**src/rtl/msg_receive_driver.sv**
```systemverilog
// ----------------------------------------------------------------------------
// msg_receive_driver
//   Receive end of the 128-bit message flow link. Validates the header beat,
//   strips body bytes into 128-bit payload words for the downstream message
//   FIFO, checks frame length and the 8-bit additive checksum, and reports a
//   one-cycle per-frame status pulse.
//
// Ports
//   sys_clk_i, rst_n_i           clock, async active-low reset
//   flow_valid_i, flow_data_i    incoming beats (no backpressure), byte 0 in [127:120]
//   wr_en_o, wr_data_o,          payload word stream to the FIFO; wr_keep_o is the
//   wr_keep_o, wr_last_o         valid byte count, wr_last_o marks the final word
//   full_i                       FIFO full; a write attempted while full is lost
//   rx_*_o                       header fields latched on header accept
//   frame_done_o, frame_ok_o     end-of-frame pulse and its pass/fail qualifier
//   err_o                        per-frame sticky {timeout,overflow,checksum,header}
// ----------------------------------------------------------------------------
module msg_receive_driver #(
    parameter logic [31:0] HEADER_MAGIC   = 32'hEB90_EB90,
    parameter logic [15:0] MAX_FIELD_LEN  = 16'd4096,
    parameter int          TIMEOUT_CYCLES = 1024
) (
    input  logic         sys_clk_i,
    input  logic         rst_n_i,
    input  logic         flow_valid_i,
    input  logic [127:0] flow_data_i,
    output logic         wr_en_o,
    output logic [127:0] wr_data_o,
    output logic [4:0]   wr_keep_o,
    output logic         wr_last_o,
    input  logic         full_i,
    output logic [3:0]   rx_frame_type_o,
    output logic [15:0]  rx_frame_cnt_o,
    output logic [7:0]   rx_src_id_o,
    output logic [7:0]   rx_des_id_o,
    output logic [7:0]   rx_data_type_o,
    output logic [7:0]   rx_data_channel_o,
    output logic [15:0]  rx_field_len_o,
    output logic         frame_done_o,
    output logic         frame_ok_o,
    output logic [3:0]   err_o
);

    localparam int TW = $clog2(TIMEOUT_CYCLES + 1);

    localparam logic [1:0] S_IDLE = 2'd0;
    localparam logic [1:0] S_BODY = 2'd1;
    localparam logic [1:0] S_PAD  = 2'd2;
    localparam logic [1:0] S_DROP = 2'd3;

    // ------------------------------------------------------------------
    // Header decode (only meaningful when the beat is a header candidate)
    // ------------------------------------------------------------------
    logic [31:0] h_magic;
    logic [15:0] h_fl;
    logic [11:0] h_rsv;
    logic [3:0]  h_type;
    logic [15:0] h_cnt;
    logic [7:0]  h_src, h_des, h_dtype, h_chan;
    logic [15:0] h_len;
    logic [16:0] fl_calc;
    logic        hdr_ok;

    assign h_magic = flow_data_i[127:96];
    assign h_fl    = flow_data_i[95:80];
    assign h_rsv   = flow_data_i[79:68];
    assign h_type  = flow_data_i[67:64];
    assign h_cnt   = flow_data_i[63:48];
    assign h_src   = flow_data_i[47:40];
    assign h_des   = flow_data_i[39:32];
    assign h_dtype = flow_data_i[31:24];
    assign h_chan  = flow_data_i[23:16];
    assign h_len   = flow_data_i[15:0];

    // 17-bit add so L near 16'hFFFF cannot wrap into a small FL
    assign fl_calc = (17'(h_len) + 17'd16) >> 6;
    assign hdr_ok  = (h_magic == HEADER_MAGIC) && (h_rsv == 12'd0) &&
                     ({1'b0, h_fl} == fl_calc) && (h_len <= MAX_FIELD_LEN);

    // ------------------------------------------------------------------
    // State
    // ------------------------------------------------------------------
    logic [1:0]   state_q, state_d;
    logic [18:0]  beat_q, beat_d;      // index of the next expected beat
    logic [18:0]  last_q, last_d;      // index of the checksum beat, T-1
    logic [16:0]  rem_q, rem_d;        // data bytes still to come
    logic [7:0]   sum_q, sum_d;
    logic [3:0]   err_q, err_d;
    logic         done_q, done_d;
    logic [TW-1:0] to_cnt_q, to_cnt_d;
    logic         wr_vld_q, wr_vld_d;
    logic         wr_last_q, wr_last_d;
    logic [127:0] wr_data_q, wr_data_d;
    logic [4:0]   wr_keep_q, wr_keep_d;

    logic [3:0]   rx_type_q;
    logic [15:0]  rx_cnt_q, rx_len_q;
    logic [7:0]   rx_src_q, rx_des_q, rx_dtype_q, rx_chan_q;

    // ------------------------------------------------------------------
    // Byte masking and checksum contributions of the current beat
    // ------------------------------------------------------------------
    logic [4:0]   keep_w;
    logic [127:0] mdata;
    logic [7:0]   dsum;
    logic [7:0]   hsum;

    // rem_q == 0 (padding) yields keep 0, so padding never enters the sum
    assign keep_w = (rem_q >= 17'd16) ? 5'd16 : rem_q[4:0];

    always_comb begin
        mdata = '0;
        dsum  = '0;
        hsum  = '0;
        for (int i = 0; i < 16; i++) begin
            hsum = hsum + flow_data_i[127-8*i -: 8];
            if (5'(i) < keep_w) begin
                mdata[127-8*i -: 8] = flow_data_i[127-8*i -: 8];
                dsum = dsum + flow_data_i[127-8*i -: 8];
            end
        end
    end

    // A word presented while the FIFO is full is lost; the frame stops writing.
    logic ovf_now;
    logic hdr_acc;

    assign ovf_now = wr_vld_q & full_i;
    assign hdr_acc = (state_q == S_IDLE) && flow_valid_i && hdr_ok;

    // ------------------------------------------------------------------
    // Next-state logic
    // ------------------------------------------------------------------
    always_comb begin
        state_d   = state_q;
        beat_d    = beat_q;
        last_d    = last_q;
        rem_d     = rem_q;
        sum_d     = sum_q;
        err_d     = err_q | {1'b0, ovf_now, 2'b00};
        done_d    = 1'b0;
        to_cnt_d  = to_cnt_q;
        wr_vld_d  = 1'b0;
        wr_last_d = 1'b0;
        wr_data_d = wr_data_q;
        wr_keep_d = wr_keep_q;

        if (state_q == S_IDLE) begin
            to_cnt_d = '0;
            if (flow_valid_i) begin
                if (hdr_ok) begin
                    err_d   = 4'b0000;
                    sum_d   = hsum;
                    rem_d   = 17'(h_len);
                    beat_d  = 19'd1;
                    last_d  = ((19'(h_fl) + 19'd1) << 2) - 19'd1;
                    state_d = (h_len == 16'd0) ? S_PAD : S_BODY;
                end else begin
                    // stay idle and keep hunting for the next valid magic
                    err_d  = 4'b0001;
                    done_d = 1'b1;
                end
            end
        end else if (flow_valid_i) begin
            to_cnt_d = '0;
            beat_d   = beat_q + 19'd1;
            sum_d    = sum_q + dsum;
            rem_d    = rem_q - 17'(keep_w);
            if (state_q == S_BODY) begin
                if (!ovf_now) begin
                    wr_vld_d  = 1'b1;
                    wr_data_d = mdata;
                    wr_keep_d = keep_w;
                    wr_last_d = (rem_q <= 17'd16);
                end
                if (rem_q <= 17'd16)
                    state_d = S_PAD;
            end
            if (ovf_now)
                state_d = S_DROP;
            // The checksum beat can also be the final body beat when L%16 != 0;
            // byte 15 then lies past L and is already masked out of dsum.
            if (beat_q == last_q) begin
                state_d = S_IDLE;
                done_d  = 1'b1;
                if ((sum_q + dsum) != flow_data_i[7:0])
                    err_d[1] = 1'b1;
            end
        end else begin
            if (to_cnt_q == TW'(TIMEOUT_CYCLES - 1)) begin
                state_d  = S_IDLE;
                done_d   = 1'b1;
                err_d[3] = 1'b1;
                to_cnt_d = '0;
            end else begin
                to_cnt_d = to_cnt_q + 1'b1;
            end
            if (ovf_now && state_d != S_IDLE)
                state_d = S_DROP;
        end
    end

    // ------------------------------------------------------------------
    // Registers
    // ------------------------------------------------------------------
    always_ff @(posedge sys_clk_i or negedge rst_n_i) begin
        if (!rst_n_i) begin
            state_q   <= S_IDLE;
            beat_q    <= '0;
            last_q    <= '0;
            rem_q     <= '0;
            sum_q     <= '0;
            err_q     <= '0;
            done_q    <= 1'b0;
            to_cnt_q  <= '0;
            wr_vld_q  <= 1'b0;
            wr_last_q <= 1'b0;
            wr_data_q <= '0;
            wr_keep_q <= '0;
        end else begin
            state_q   <= state_d;
            beat_q    <= beat_d;
            last_q    <= last_d;
            rem_q     <= rem_d;
            sum_q     <= sum_d;
            err_q     <= err_d;
            done_q    <= done_d;
            to_cnt_q  <= to_cnt_d;
            wr_vld_q  <= wr_vld_d;
            wr_last_q <= wr_last_d;
            wr_data_q <= wr_data_d;
            wr_keep_q <= wr_keep_d;
        end
    end

    always_ff @(posedge sys_clk_i or negedge rst_n_i) begin
        if (!rst_n_i) begin
            rx_type_q  <= '0;
            rx_cnt_q   <= '0;
            rx_src_q   <= '0;
            rx_des_q   <= '0;
            rx_dtype_q <= '0;
            rx_chan_q  <= '0;
            rx_len_q   <= '0;
        end else if (hdr_acc) begin
            rx_type_q  <= h_type;
            rx_cnt_q   <= h_cnt;
            rx_src_q   <= h_src;
            rx_des_q   <= h_des;
            rx_dtype_q <= h_dtype;
            rx_chan_q  <= h_chan;
            rx_len_q   <= h_len;
        end
    end

    // ------------------------------------------------------------------
    // Outputs
    // ------------------------------------------------------------------
    assign wr_en_o   = wr_vld_q & ~full_i;
    assign wr_last_o = wr_last_q & wr_vld_q & ~full_i;
    assign wr_data_o = wr_data_q;
    assign wr_keep_o = wr_keep_q;

    // An overflow on the final word lands in the same cycle as the done
    // pulse, so fold it into the status combinationally.
    assign err_o        = err_q | {1'b0, ovf_now, 2'b00};
    assign frame_done_o = done_q;
    assign frame_ok_o   = done_q & ~(|err_o);

    assign rx_frame_type_o   = rx_type_q;
    assign rx_frame_cnt_o    = rx_cnt_q;
    assign rx_src_id_o       = rx_src_q;
    assign rx_des_id_o       = rx_des_q;
    assign rx_data_type_o    = rx_dtype_q;
    assign rx_data_channel_o = rx_chan_q;
    assign rx_field_len_o    = rx_len_q;

endmodule

```
**config.mk**
```make
export PLATFORM = sky130hd
export DESIGN_NAME = msg_receive_driver
export DESIGN_NICKNAME = d
export VERILOG_FILES = /design/src/rtl/msg_receive_driver.sv
export SDC_FILE = /design/constraint.sdc
export NUM_CORES = 1
export LEC_CHECK = 0
export ABC_CLOCK_PERIOD_IN_PS = 39000
export CORE_UTILIZATION = 60
export DETAILED_ROUTE_END_ITERATION = 8
export PLACE_DENSITY_LB_ADDON = 0.3
export SYNTH_ARGS = -nofsm -noshare
export SYNTH_HDL_FRONTEND = slang
export SYNTH_SLANG_ARGS = --single-unit
```
**constraint.sdc**
```tcl
create_clock -name sys_clk_i -period 39 [get_ports sys_clk_i]
set_clock_uncertainty 0.05 [all_clocks]
set_input_delay 7.8 -clock sys_clk_i [delete_from_list [all_inputs] [get_ports sys_clk_i]]
set_output_delay 7.8 -clock sys_clk_i [all_outputs]
set_load 0.01 [all_outputs]
```
==> After elaboration in Yosys (flattened, before gate mapping) <==
Index checks and enable logic that the tools add are counted.
W data, S select, Z words.
{ "op_classes": {"addsub": 37, "order_cmp": 19, "n_eq_ne": 10, "muxes": 85, "bitwise": 10, "reduce_logical": 15} }
{ "op_table": {"columns": ["cell", "n"], "rows": [
  ["$mux W8", 35],
  ["$add A8 B8 Y8", 31],
  ["$mux W19", 4],
  ["$mux W17", 4],
  ["$lt A4 B5 Y1 const A", 8],
  ["$mux W11", 3],
  ["$eq A32 B32 Y1 const B", 1],
  ["$mux W2", 13],
  ["$mux W1", 24],
  ["$lt A3 B5 Y1 const A", 4],
  ["$add A19 B1 Y19 const B", 1],
  ["$eq A19 B19 Y1", 1],
  ["$sub A19 B1 Y19 const B", 1],
  ["$add A16 B1 Y17 const B", 1],
  ["$add A16 B5 Y17 const B", 1],
  ["$ge A17 B5 Y1 const B", 1],
  ["$le A17 B5 Y1 const B", 1],
  ["$sub A17 B5 Y17", 1],
  ["$eq A16 B11 Y1", 1],
  ["$le A16 B13 Y1 const B", 1],
  ["$logic_not A16 Y1", 1],
  ["$logic_not A12 Y1", 1],
  ["$add A11 B1 Y11 const B", 1],
  ["$eq A11 B10 Y1 const B", 1],
  ["18 further kinds", 35]
]} }
{ "totals": {"reg_bits": 284, "input_bits": 132, "out_inout_bits": 209, "elab_cells": 195} }

==> Logic depth before layout (Yosys ltp) <==
Gate-level depths: netlist of the first run.
{ "logic_depth": {"word_depth": 40, "depth_mapped": 89, "ltp_nobuf": 88} }

==> Worst setup path after synthesis of the first run <==
OpenSTA, ideal clock, no wires.
{ "synth_timing": {"kind": "input to register", "from": "in flow_data_i[120]", "to": "reg err_q[1]", "setup_ns": 0.104, "arrival_time_ns": 21.801, "required_time_ns": 38.846, "path_slack_ns": 17.046, "path_stages": 80, "n_path_buf": 0, "cell_sequence": "and2_1 -> ha_1 -> ha_1 -> a21oi_1 -> nand2b_1 -> a21oi_1 -> o21ai_1 -> nand2b_1 -> xnor2_1 -> o21ai_0 -> ha_1 -> xor2_1 -> nand2_1 -> nand2_1 -> ha_1 -> nor3_1 -> nor3_1 -> a311o_1 -> [44 not listed] -> nor2_1 -> nor2_1 -> ha_1 -> xnor2_1 -> a21oi_1 -> nor2_1 -> ha_1 -> xnor2_1 -> nand2_1 -> o31ai_1 -> ha_1 -> o41ai_1 -> xnor2_1 -> xnor2_1 -> xnor3_1 -> xnor2_1 -> xor2_1 -> a221oi_1"} }
{ "synth_via": {"elab_chain_cells": 37} }
{ "synth_rtl": {"columns": ["element", "line", "rtl"], "rows": [
  ["start, declared", "26", "input logic [127:0] flow_data_i,"],
  ["$mux W8 (*)", "117", "if (5'(i) < keep_w) begin"],
  ["$add A8 B8 Y8", "119", "dsum = dsum + flow_data_i[127-8*i -: 8];"],
  ["$mux W8 (*)", "117", null],
  ["$add A8 B8 Y8", "119", null],
  ["$mux W8 (*)", "117", null],
  ["$add A8 B8 Y8", "119", null],
  ["$mux W8 (*)", "117", null],
  ["$add A8 B8 Y8", "119", null],
  ["[21 not listed]", null, null],
  ["$add A8 B8 Y8", "119", null],
  ["$mux W8 (*)", "117", null],
  ["$add A8 B8 Y8 (*)", "186", "if ((sum_q + dsum) != flow_data_i[7:0])"],
  ["$ne A8 B8 Y1 (*)", "186", null],
  ["$mux W1 (*)", "186", null],
  ["$mux W1 (*)", "183", "if (beat_q == last_q) begin"],
  ["$mux W1 (*)", "164", "end else if (flow_valid_i) begin"],
  ["$mux W1 (*)", "148", "if (state_q == S_IDLE) begin"],
  ["end signal, assigned", "226", "err_q <= err_d;"],
  ["end, declared", "88", "logic [3:0] err_q, err_d;"]
]} }
Mark *: on every way between the ends. The rest lies on a longest branch, timed or not.
A chain may end at the register's enable or synchronous reset.

==> Worst setup path after layout of the first run <==
{ "layout_timing": {"from": "in flow_data_i[122]", "to": "reg err_q[1]"} }
{ "layout_via": {"elab_chain_cells": 37} }
{ "layout_rtl": {"columns": ["element", "line", "rtl"], "rows": [
  ["$mux W8 (*)", null, null],
  ["net mdata[122]", "104", "logic [127:0] mdata;"],
  ["$add A8 B8 Y8", "119", null],
  ["$mux W8 (*)", "117", null],
  ["$add A8 B8 Y8", "119", null],
  ["$mux W8 (*)", "117", null],
  ["$add A8 B8 Y8", "119", null],
  ["$mux W8 (*)", "117", null],
  ["[22 not listed]", null, null],
  ["$add A8 B8 Y8", "119", null],
  ["$mux W8 (*)", "117", null],
  ["$add A8 B8 Y8 (*)", "186", null],
  ["$ne A8 B8 Y1 (*)", "186", null],
  ["$mux W1 (*)", "186", null],
  ["$mux W1 (*)", "183", null],
  ["$mux W1 (*)", "164", null],
  ["$mux W1 (*)", "148", null]
]} }
Mark *: on every way through the listed nets, which the timed path passes. The rest lies on a longest branch.

==> results of run 1 <==
flip-flops by register name, indices dropped and copies added (netlist names), 2 cells and up:
register and flops:
rx_frame_type_o 4, to_cnt_q 11, rx_src_id_o 8, beat_q 19, rx_field_len_o 16, rem_q 17, rx_frame_cnt_o 16, rx_des_id_o 8
rx_data_channel_o 8, wr_keep_o 5, sum_q 8, err_q 4, last_q 18, rx_data_type_o 8, wr_data_o 128, state_q 2
area by class of cell:
| cell class | count | area share |
|---|---|---|
| Sequential cell | 283 | 0.266 |
| Clock buffer | 46 | 0.0346 |
| Multi-Input combinational cell | 1916 | 0.511 |
| Tap cell | 461 | 0.0216 |
| Clock inverter | 12 | 0.00554 |
| Inverter | 179 | 0.0252 |
| Timing Repair Buffer | 370 | 0.136 |
metrics by stage:
step | setup slack, ps | std cells | util | cell area, µm²
after detailed placement | 14510 | 3209 | 0.716 | 25600
after CTS | 15050 | 3267 | 0.746 | 26700
final | 14780 | 3267 | 0.746 | 26700
after global placement | 15050 | 3209 | 0.716 | 25600
after global routing | 13660 | 3267 | 0.746 | 26700
after floorplan | 17050 | 2501 | - | 21900
cells in the final DEF, fill, tap and decap left out, types with 5 or more instances in the layout:
cell type / count
a21oi_1: 114
a211oi_1: 8
and2_1: 20
o22ai_1: 5
or3_1: 14
fa_1: 102
mux2i_1: 7
nand4_1: 16
o21bai_1: 7
a21o_1: 31
mux2_2: 66
clkdlybuf4s50_1: 339
buf_4: 30
nand2b_1: 22
clkbuf_8: 9
o211ai_1: 14
clkbuf_16: 31
o21ai_0: 198
ha_1: 131
o21a_1: 24
and3_1: 16
a22oi_1: 10
xor2_1: 80
dfrtp_1: 283
nand3_1: 75
clkinv_2: 6
nand2_1: 402
a21boi_0: 6
or2_2: 9
clkbuf_1: 6
o31ai_1: 39
inv_1: 175
nor2_1: 169
xnor2_1: 116
nor2b_1: 26
nor4_1: 20
a31oi_1: 16
o41ai_1: 8
nor3_1: 57
cells by family after synthesis:
logic type | count (synthesis)
AND/OR/NAND/NOR | 882
AO/OA/AOI/OAI | 526
buffers and inverters | 302
flip-flops | 283
adder cells (fa/ha/maj) | 234
XOR/XNOR | 200
multiplexers | 73
other | 1
critical path, delay by kind of cell:
family	cells	cell delay (ps)
and+or+nand+nor	19	2550
xor gates and xnor gates	14	2820
adders and majority gates	16	5410
AOI/OAI and AO/OA	27	5380
buffers and inverters	2	650
synth_stat cells (75+ instances only):
library cell  instances
nand3_1              75
fa_1                102
inv_1               175
xnor2_1             116
o21ai_0             199
nor2_1              169
a21oi_1             114
ha_1                131
dfrtp_1             283
clkbuf_1             91
nand2_1             403
xor2_1               80
layer usage:
layer | share of wire | wire, µm | vias to the layer above
met5 | 0.00017 | 13 | -
met4 | 0.054 | 4060 | 2
met3 | 0.096 | 7240 | 276
met2 | 0.47 | 35500 | 1081
met1 | 0.38 | 28700 | 9802
li1 | - | - | 9085
worst max-delay path by stage:
stage                                 from                    to  depth (start not counted)
final                     flow_data_i[122]  err_q[1]$_DFFE_PN0P_                         78
after global routing      flow_data_i[122]  err_q[1]$_DFFE_PN0P_                         78
after CTS                 flow_data_i[122]  err_q[1]$_DFFE_PN0P_                         78
after detailed placement  flow_data_i[122]  err_q[1]$_DFFE_PN0P_                         78
after global placement    flow_data_i[122]  err_q[1]$_DFFE_PN0P_                         78
after floorplan           flow_data_i[120]  err_q[1]$_DFFE_PN0P_                         80
==> metrics.txt, run 1 <==
Critical Path AT around 25000 ps; Layout area overhead 22.0%; xor/xnor share of the synthesized area 0.0826; Total GRT Usage 0.409; register area share after synthesis 0.324; relative slew slack 0.247; GR Layer Usage met2 0.671; Setup CP Type input port to register; DR vias between 20000 and 25000; Syn Inst Count approximately 2500; GRT busiest layer met2; Min Hold Slack ~420 ps; DRT antenna net count 0; kind of end point of the critical path register; I/O pin count 341; FF+latch count, synth approximately 280; Post-Syn Area ~22000 µm²; Mapped Nets ~2900; Synth Area in Simple Gates 0.186; max frequency 41.3 MHz; CTS sink count roughly 280; Crit path largest cell delay 500 ps; Nets around 3100; post-synth top area share 0.324; RSZ-0062 raised after global routing false; clock tree root buffer cell clkbuf_16; Initial Utilization 0.612; Initial DRC Count between 1500 and 2000; grt ovf 0; DIE WIDTH approximately 190 µm; layout cells sized above 1 0.0666; CTS Buffer Depth 3; pin count of the biggest net entering global routing 132; CTS Hold Bufs 0; ranking of synthesized cells by area dfrtp_1 32%, fa_1 9.3%, ha_1 7.5%; synthesized area per cell between 8 and 9 µm²; Sequential cell area approximately 7100 µm²; cell mode on critical path ha_1; Final Wtd Congestion a little over 1; CTS Buf Count 31; WL final 75.5 mm; outcome finished, violations left; worst r2r src rem_q[11]$_DFFE_PN0P_; Rows between 60 and 70; Hold Crit Endpoint wr_data_o[13]$_DFFE_PN0P_; failing checks DRC; worst skew pair latency approximately 590 ps; Req. time, crit path just under 40000 ps; final slew viol count 0; hold depth 2; Max-cap violations 0; combinational family with the most area after synthesis simple AND/OR/NAND/NOR gates; final hold vios 0; number of global-route vias before repair 20200; Tmin final approximately 24000 ps; # DRC 11; FF-to-FF setup slack 20710 ps; CTS HTree Levels 1; # fillers between 2000 and 3000; first-pass GRT wire length between 100 and 150 mm; Port Buffers 340; Startpoint Class input port; CTS tree built; hold wc startpoint wr_data_o[13]$_DFFE_PN0P_; area leader, netlist dfrtp_1; Most used DFF post-synth dfrtp_1; met1 Use GR 0.506; critical path peak fanout 5; area of the multi-input gates about 14000 µm²; fin crit share 0.621; Compound-Gate Fraction of Synth Area 0.148; met3 Use GR 0.0942; Pre-Repair DR Iteration Count 9; Worst-Margin Slew approximately 1100 ps; Via-to-Cell Ratio between 6 and 7; r2r worst-path depth 79; post-CTS setup buffers 0; FFs w/ async S/R, synth 1.00; RR Endpoint err_q[1]$_DFFE_PN0P_; DIE HEIGHT 193 µm; Synth Area in Adders 0.169; count of cell types in the netlist about 80; # setup viols final 0; Worst-path clk slew roughly 70 ps; n_diodes 0; CP max stage cell clkdlybuf4s50_1; CTS resizes 0; Setup TNS Final 0 ps; post-synthesis mux area share 0.0372; Post-synth EDFFs 0; initial antenna violation count 1; DP HPWL 57.3 mm; Die ar. between 30000 and 40000 µm²; Syn. warnings 0; Core Box Area 35700 µm²; Hold Crit Class register to register; wire per inst approximately 23 µm
Power of run 1 is not shown: default switching activity piles up to over one toggle a cycle in this logic, so the estimate is an artifact.
==> run 2: changes to the inputs <==
--- a/config.mk
+++ b/config.mk
@@ -5,8 +5,8 @@
 export SDC_FILE = /design/constraint.sdc
 export NUM_CORES = 1
 export LEC_CHECK = 0
-export ABC_CLOCK_PERIOD_IN_PS = 39000
-export CORE_UTILIZATION = 60
+export ABC_CLOCK_PERIOD_IN_PS = 20800
+export CORE_UTILIZATION = 50
 export DETAILED_ROUTE_END_ITERATION = 8
 export PLACE_DENSITY_LB_ADDON = 0.3
 export SYNTH_ARGS = -nofsm -noshare
==> constraint.sdc (replaced) <==
create_clock -name sys_clk_i -period 20.8 [get_ports sys_clk_i]
set_clock_uncertainty 0.05 [all_clocks]
set_input_delay 4.16 -clock sys_clk_i [delete_from_list [all_inputs] [get_ports sys_clk_i]]
set_output_delay 4.16 -clock sys_clk_i [all_outputs]
set_load 0.01 [all_outputs]
==> run 2 against run 1 <==
  * Non-clock buffer count increased by 20
  * Critical path depth rose by 6
  * The run now ends clean
  * Sequential share of layout area down 0.27 points
  * Global-route usage shrank 6.5 points
  * First-iteration DRC count grew 1.3%
  * Register-to-register slack worse by 17000 ps
  * Design area rose by 1.0%
  * Wire length up 1.4%
  * Flip-flop and latch count unchanged
  * Critical path type unchanged
  * Via count decreased by 0.91%
==> metrics.txt, run 2 (same netlist as run 1, synthesis figures left out) <==
DIE WIDTH between 200 and 250 µm; Crit path buffers/inverters 2; Via-to-Cell Ratio approximately 6; cell mode on critical path ha_1; Core Box Area around 43000 µm²; DRT antenna net count 0; most common cell after layout, fill and taps aside nand2_1; n_diodes 0; Largest register FFs ~130; CTS Buffer Depth 3; # fillers about 3700; Setup TNS Final 0 ps; crit path to err_q[1]$_DFFE_PN0P_; worst r2r src rem_q[11]$_DFFE_PN0P_; initial antenna violation count 0; CP max stage cell clkdlybuf4s50_1; FF-to-FF setup slack approximately 3200 ps; first-pass GRT wire length between 100 and 150 mm; DP Area 25900 µm²; DIE HEIGHT between 200 and 250 µm; Hold Crit Class register to register; final hold vios 0; layout cells sized above 1 0.0776; final slew viol count 0; Total GRT Usage 0.344; Final Wtd Congestion 0.987; Finished Core Util 0.625; Port Buffers 340; Die ar. 44600 µm²; Nets ~3200; Setup CP Type input port to register; DP HPWL 58.7 mm; number of global-route vias before repair between 20000 and 25000; fin crit share 0.957; area of the multi-input gates between 10000 and 15000 µm²; DR vias 20100; Req. time, crit path about 21000 ps; CTS tree built; outcome finished, final reports clean; Crit path largest cell delay 600 ps; WL final ~77 mm; most frequent cells in the layout 402 x nand2_1, 338 x clkdlybuf4s50_1, 283 x dfrtp_1, 196 x o21ai_0, 175 x inv_1; Final Cell Area roughly 27000 µm²; Startpoint Class input port; RR Endpoint err_q[1]$_DFFE_PN0P_; crit path launch flow_data_i[122]; relative slew slack 0.310; critical path peak fanout 4; CTS Buf Count 31; Rows 76; worst skew pair latency around 590 ps; CTS HTree Levels 1; clock tree root buffer cell clkbuf_16; Initial DRC Count approximately 1700; Top Family by Delay on Critical Path adder cells; wire per inst around 22 µm; r2r worst-path depth between 80 and 90; kind of end point of the critical path register; # DRC 0; Worst-path clk slew approximately 60 ps; max frequency between 50 and 60 MHz; Worst-Margin Slew 1040 ps; # setup viols final 0; Initial Utilization 0.508; CTS sink count roughly 280; pin count of the biggest net entering global routing 99; grt ovf 0; Pre-Repair DR Iteration Count 7; I/O pin count roughly 340; Layout area overhead 23.2%; Min Hold Slack ~420 ps; Max-cap violations 0; Critical Path AT 20340 ps; Sequential cell area a little over 7000 µm²; Tmin final 19910 ps; critical path depth 84
run 2: area by class of cell:
type                            instances  share of cell area
Multi-Input combinational cell       1916               0.509
Sequential cell                       283               0.263
Inverter                              179              0.0250
Tap cell                              585              0.0272
Timing Repair Buffer                  390               0.141
Clock inverter                         13             0.00307
Clock buffer                           41              0.0320
run 2: how the worst min path moves through the flow:
stage / cells past startpoint / from / to / slack, ps
floorplan: 1 / to_cnt_q[0]$_DFF_PN0_ / to_cnt_q[0]$_DFF_PN0_ / 400
global placement: 2 / wr_data_o[64]$_DFFE_PN0P_ / wr_data_o[64]$_DFFE_PN0P_ / 400
detailed placement: 2 / wr_data_o[15]$_DFFE_PN0P_ / wr_data_o[15]$_DFFE_PN0P_ / 410
CTS: 2 / wr_data_o[15]$_DFFE_PN0P_ / wr_data_o[15]$_DFFE_PN0P_ / 420
global route: 2 / wr_data_o[41]$_DFFE_PN0P_ / wr_data_o[41]$_DFFE_PN0P_ / 450
finish: 2 / wr_data_o[15]$_DFFE_PN0P_ / wr_data_o[15]$_DFFE_PN0P_ / 420
run 2: worst min-delay path: stages (launching register included):
cell     delay, ps
dfrtp_1        340
nand2_1         50
nand2_1         50
run 2: what timing repair did:
| action | CTS | global route |
|---|---|---|
| hold buffers | 0 | 0 |
| setup endpoints to repair | 0 | 2 |
| buffers inserted | 0 | 4 |
| gates resized for setup | 0 | 19 |
run 2: per-stage QoR:
step | instances | worst slack, ps
6_report | 3407 | 887
5_1_grt | 3407 | -57.2
4_1_cts | 3403 | 823
3_5_place_dp | 3349 | 254
3_3_place_gp | 3349 | 742
2_1_floorplan | 2501 | 2490
run 2: per-layer routing:
layer	vias up	global-route usage	share of wire	wire, µm
met5	-	0	0	0
li1	9098	-	-	-
met1	9876	0.448	0.41	31300
met4	0	0.138	0.044	3390
met3	195	0.0682	0.083	6340
met2	892	0.561	0.46	35500
Power of run 2 is left out for the same reason.
